## src/rtl/camo_key_loader.sv

```systemverilog
// camo_key_loader: serial select-key loader with per-cell range check, settle sequencing and lock.
// Define CAMO_KEY_PARITY_EN to accept a trailing even-parity bit checked alongside the cell mask.
module camo_key_loader #(
    parameter int                       NUM_CELLS  = 6,
    parameter logic [NUM_CELLS*4-1:0]   ALLOW_MASK = {NUM_CELLS{4'hF}},
    parameter int                       SETTLE_CYC = 4,
    localparam int                      KEY_W      = NUM_CELLS * 2
) (
    input  logic             clk,
    input  logic             rst_n,
    input  logic             i_load_start,
    input  logic             i_key_valid,
    input  logic             i_key_bit,
    output logic             o_key_ready,
    input  logic             i_lock_req,
    output logic [KEY_W-1:0] o_s_key,
    output logic             o_load_done,
    output logic             o_load_err,
    output logic             o_busy,
    output logic             o_locked
);

`ifdef CAMO_KEY_PARITY_EN
    localparam int SH_W = KEY_W + 1;
`else
    localparam int SH_W = KEY_W;
`endif
    localparam int CNT_W = $clog2(KEY_W + 2);

    typedef enum logic [2:0] {ST_IDLE, ST_SHIFT, ST_CHECK, ST_SETTLE, ST_LOCKED} state_t;

    state_t             r_state;
    logic [SH_W-1:0]    r_shadow;
    logic [CNT_W-1:0]   r_cnt;
    logic [3:0]         r_set;
    logic [NUM_CELLS-1:0] w_cell_ok;
    logic               w_key_ok;

    for (genvar g = 0; g < NUM_CELLS; g++) begin : g_cell
        logic [3:0] w_m;
        assign w_m          = ALLOW_MASK[4*g +: 4];
        assign w_cell_ok[g] = w_m[r_shadow[2*g +: 2]];
    end

`ifdef CAMO_KEY_PARITY_EN
    assign w_key_ok = (&w_cell_ok) & ~(^r_shadow);
`else
    assign w_key_ok = &w_cell_ok;
`endif

    always_ff @(posedge clk or negedge rst_n) begin
        if (!rst_n) begin
            r_state     <= ST_IDLE;
            r_shadow    <= '0;
            r_cnt       <= '0;
            r_set       <= '0;
            o_s_key     <= '0;
            o_key_ready <= 1'b0;
            o_load_done <= 1'b0;
            o_load_err  <= 1'b0;
            o_busy      <= 1'b0;
            o_locked    <= 1'b0;
        end else begin
            o_load_done <= 1'b0;
            o_load_err  <= 1'b0;
            case (r_state)
                ST_IDLE: begin
                    if (i_load_start) begin
                        r_state     <= ST_SHIFT;
                        r_cnt       <= '0;
                        o_key_ready <= 1'b1;
                        o_busy      <= 1'b1;
                    end else if (i_lock_req) begin
                        r_state  <= ST_LOCKED;
                        o_locked <= 1'b1;
                    end
                end
                ST_SHIFT: begin
                    // new bit enters the MSB so the first bit ends up in s_key[0]
                    if (i_key_valid && o_key_ready) begin
                        r_shadow <= {i_key_bit, r_shadow[SH_W-1:1]};
                        r_cnt    <= r_cnt + 1'b1;
                        if (r_cnt == CNT_W'(SH_W - 1)) begin
                            r_state     <= ST_CHECK;
                            o_key_ready <= 1'b0;
                        end
                    end
                end
                ST_CHECK: begin
                    if (w_key_ok) begin
                        o_s_key <= r_shadow[KEY_W-1:0];
                        r_set   <= '0;
                        r_state <= ST_SETTLE;
                    end else begin
                        o_load_err <= 1'b1;
                        o_busy     <= 1'b0;
                        r_state    <= ST_IDLE;
                    end
                end
                ST_SETTLE: begin
                    if (r_set == 4'(SETTLE_CYC - 1)) begin
                        o_load_done <= 1'b1;
                        o_busy      <= 1'b0;
                        r_state     <= ST_IDLE;
                    end else begin
                        r_set <= r_set + 1'b1;
                    end
                end
                default: ;
            endcase
        end
    end

endmodule

```

## config.mk

```make
export PLATFORM = sky130hd
export DESIGN_NAME = camo_key_loader
export DESIGN_NICKNAME = d
export VERILOG_FILES = /design/src/rtl/camo_key_loader.sv
export SDC_FILE = /design/constraint.sdc
export NUM_CORES = 1
export LEC_CHECK = 0
export ABC_CLOCK_PERIOD_IN_PS = 2500
export CORE_MARGIN = 2
export CORE_UTILIZATION = 45
export DETAILED_ROUTE_END_ITERATION = 10
export HOLD_SLACK_MARGIN = 0.15
export PLACE_DENSITY = 0.69
export SLEW_MARGIN = 20
export SYNTH_ARGS = -nofsm -noshare
export SYNTH_HDL_FRONTEND = slang
export SYNTH_SLANG_ARGS = --single-unit
```

## constraint.sdc

```tcl
create_clock -name clk -period 2.5 [get_ports clk]
set_input_delay 0.75 -clock clk [delete_from_list [all_inputs] [get_ports clk]]
set_output_delay 0.75 -clock clk [all_outputs]
set_load 0.01 [all_outputs]
```

==> impl_summary.md <==
Synth
Sorting the synthesized cells by area gives the leading types as sky130_fd_sc_hd__dfrtp_1 57%, sky130_fd_sc_hd__mux2_2 18%, sky130_fd_sc_hd__a22o_1 2.6%. The part of the Yosys area used for sequential elements is 56.9%. The number of flops mapped to enable cells by yosys is 0. When the netlist entered floorplanning its net count stood at 139. The mapped netlist covers 0.00172 sq mm. The count of state elements after synthesis is 39.

A synthesized cell averages 13.1 sq um. Of all flip-flops after synthesis, the portion carrying an async set or reset was 100%. For this run, the number of Yosys warnings is 0.

The number of different library cells in the post-synthesis netlist is 35. After technology mapping, the gate count stands at 131. After synthesis, the most frequently instantiated cells are 39 x sky130_fd_sc_hd__dfrtp_1, 28 x sky130_fd_sc_hd__mux2_2, 7 x sky130_fd_sc_hd__o21ai_0, 5 x sky130_fd_sc_hd__a22o_1.

The flip-flop cell with the highest count after synthesis is sky130_fd_sc_hd__dfrtp_1. The most used standard cell by instance count after synthesis is sky130_fd_sc_hd__dfrtp_1. The area fraction of the dominant cell type after synthesis is 56.9%. The library cell occupying the most area in the post-synthesis netlist is sky130_fd_sc_hd__dfrtp_1.

Critical path
For the worst flop-to-flop path, the logic depth is 3. In this run the number of cells on the critical path is 1. The critical path goes through clkdlybuf4s50_1. The worst-path maximum fanout is 4. The buffers plus inverters on the worst setup path is 1.

The worst setup path is captured at an output port. The largest stage delay on the critical path is 0.54 ns. The category of cells accounting for the largest share of critical-path delay is buffers and inverters. Data arrives at the worst endpoint at 1.21 ns.

The required time at the worst-slack endpoint is 1.75 ns. On the critical path, the stage with the largest delay is an instance of sky130_fd_sc_hd__clkdlybuf4s50_1. The kind of launch point of the worst setup path is a register.

The critical path is of the register to output port type.

Timing
The final hold violation count is 0. The smallest clock period supported by the final layout is computed as 1.96 ns. The tightest hold path in the finished design has a slack of 0.476 ns. Clock skew on the completed layout was measured at 0.00361 ns. Setup violations remaining at the end of the flow were counted as 0. Measured against its own limit, the worst slew margin works out to 44.1%. The final max-slew violation count is 0. Static timing analysis puts the maximum clock frequency at 509 MHz. The final-layout setup total negative slack is 0 ns.

The slew at the pin with the worst max-slew slack is 0.839 ns. Setup repair after global routing left no endpoint under its margin. Of the available clock period, the critical path in the final layout requires 78.6%.

Drt
After detailed routing, the number of remaining DRC violations is 0. The first TritonRoute pass finished after 4 iterations. The antenna violation net count after detailed routing is 0. The routed length per placed instance is 14.2 microns. In this run, the number of DRC markers left after iteration 0 of detailed routing was 123. After detailed routing, the number of vias per cell comes to 5.41. The via count of the routed design is 1093. After detailed routing, the total wire length is 2.87 mm.

Global route
The first-pass GRT wire length is 5.18 mm. Entering global routing, the biggest net connects 40 pins. The initial antenna violation count is 0. Across every metal layer, demand over resource in global routing totals 15.9%. The number of global-route vias before repair is 1145. The total overflow reported by the global router is 0.

Clock tree
The CTS tree is done. The number of clock buffers inserted by TritonCTS is 5. Clock-pin slew was measured on the worst setup and hold paths at 0.07 ns. The H-tree was split into 2 levels. The later pin in the worst-skew pair is clocked with a latency of 0.29 ns. The number of hold buffers added after CTS was 0.

After clock tree synthesis, the setup repair step added 0 buffers. The maximum buffer depth of the clock tree is 2. The root buffer selected by CTS is sky130_fd_sc_hd__clkbuf_8. The number of gates resized after CTS was 0. The number of clock sinks seen by CTS is 39.

Floorplanning
After floorplanning, the core was sized to cover 0.00366 sq mm. The overall die area is 0.00433 sq mm. The number of primary I/O pins is 23. The floorplan has 22 rows. From bottom edge to top edge, the die measures 65.8 microns. The starting utilization of the core area is 46.9%. The floorplan step set the die width to 65.8 microns.

Power
The worst-case IR drop observed on VDD is 0.460 mV. Dividing total power by cell area gives a power density of 676 mW/mm^2. The analysis attributes to cell leakage a power of 0.000928 uW. The total design power is 1360 uW.

Finish
Cells fill 55.1% of the core in the end. The layout cell share with drive strength beyond 1 is 26.6%. The filler-free cell count of the finished design is 202. The filler cell count is 317. The area overhead of the layout relative to synthesis is 17.6%.

0 antenna diodes ended up in the layout. The number of nets in the finished design is 161.

Run status
The run finished with clean final reports.

Hold path
The path class of the tightest hold or removal check is register to register. The number of cells on the worst hold path is 1.

Placed design
Detailed placement finished with a half-perimeter wire length of 2.00 mm. Routability-driven placement finished with a final weighted congestion of 0.776. The post-placement cell count is 194. The port buffer count is 21.

Run
Max-cap violations in this run came to 0.
==> flip-flops by register name, indices dropped and copies added (netlist names) <==
name         flops
r_state          3
o_s_key         12
r_set            4
r_shadow        12
o_locked         1
o_key_ready      1
r_cnt            4
o_load_done      1
o_busy           1
==> cell families after synthesis <==
logic type	after synthesis	synth area share, %
AOI/OAI and AO/OA	23	8.82
xor gates and xnor gates	1	0.510
adders and majority gates	2	1.46
buffers and inverters	11	3.93
DFF	39	56.9
muxes	28	18.4
other	1	0.218
and+or+nand+nor	26	9.84
==> cell type report <==
class	instances	area (sq um)	area share [%]
Sequential cell	39	976	48.4
Multi-Input combinational cell	81	673	33.4
Timing Repair Buffer	22	213	10.5
Clock buffer	7	76.3	3.78
Tap cell	48	60.1	2.98
Inverter	4	15.0	0.744
Clock inverter	1	5.00	0.248
==> report_power, final <==
group / internal, uW / leakage, uW / switching [uW] / total [uW]
Clock: 196 / 0.0000422 / 212 / 408
Sequential: 689 / 0.000525 / 93.5 / 782
Combinational: 101 / 0.000361 / 72.4 / 173
Total: 986 / 0.000928 / 378 / 1360
==> layout by cell type (no fill, tap or decap), types with 3 or more instances in the layout <==
cell and n:
sky130_fd_sc_hd__clkbuf_8 5, sky130_fd_sc_hd__dfrtp_1 39, sky130_fd_sc_hd__a22o_1 5, sky130_fd_sc_hd__o21ai_0 7, sky130_fd_sc_hd__nor2_1 4, sky130_fd_sc_hd__mux2_2 28
sky130_fd_sc_hd__inv_1 4, sky130_fd_sc_hd__nand2b_1 3, sky130_fd_sc_hd__clkdlybuf4s50_1 20, sky130_fd_sc_hd__nand2_1 4
==> routing by layer <==
metal	global-route usage (%)	vias up	part of all wire, %
met5	0	-	0
li1	-	509	-
met2	26.8	24	51
met4	6.25	0	1.0
met1	18.6	557	43
met3	5.14	3	5.4
==> path summary, 6_finish.rpt <==
path                                              start                 endpoint  slack, ns
worst max-delay path            o_key_ready$_DFFE_PN0P_              o_key_ready       0.54
min in group asynchronous                         rst_n     r_set[0]$_DFFE_PN0P_       0.56
worst max register to register   r_state[1]$_DFFE_PN0P_  o_s_key[10]$_DFFE_PN0P_       0.63
worst min register to register     o_locked$_DFFE_PN0P_     o_locked$_DFFE_PN0P_       0.48
max in group asynchronous                         rst_n   o_s_key[6]$_DFFE_PN0P_       1.42
worst min-delay path               o_locked$_DFFE_PN0P_     o_locked$_DFFE_PN0P_       0.48
==> per-stage QoR <==
stage / instance area, sq um / setup slack [ns]
global placement: 1940 / 0.344
global route: 2020 / 0.464
CTS: 2020 / 0.530
detailed placement: 1940 / 0.316
floorplan: 1720 / 0.789
finish: 2020 / 0.536
Power figures use the tool's default switching activity.
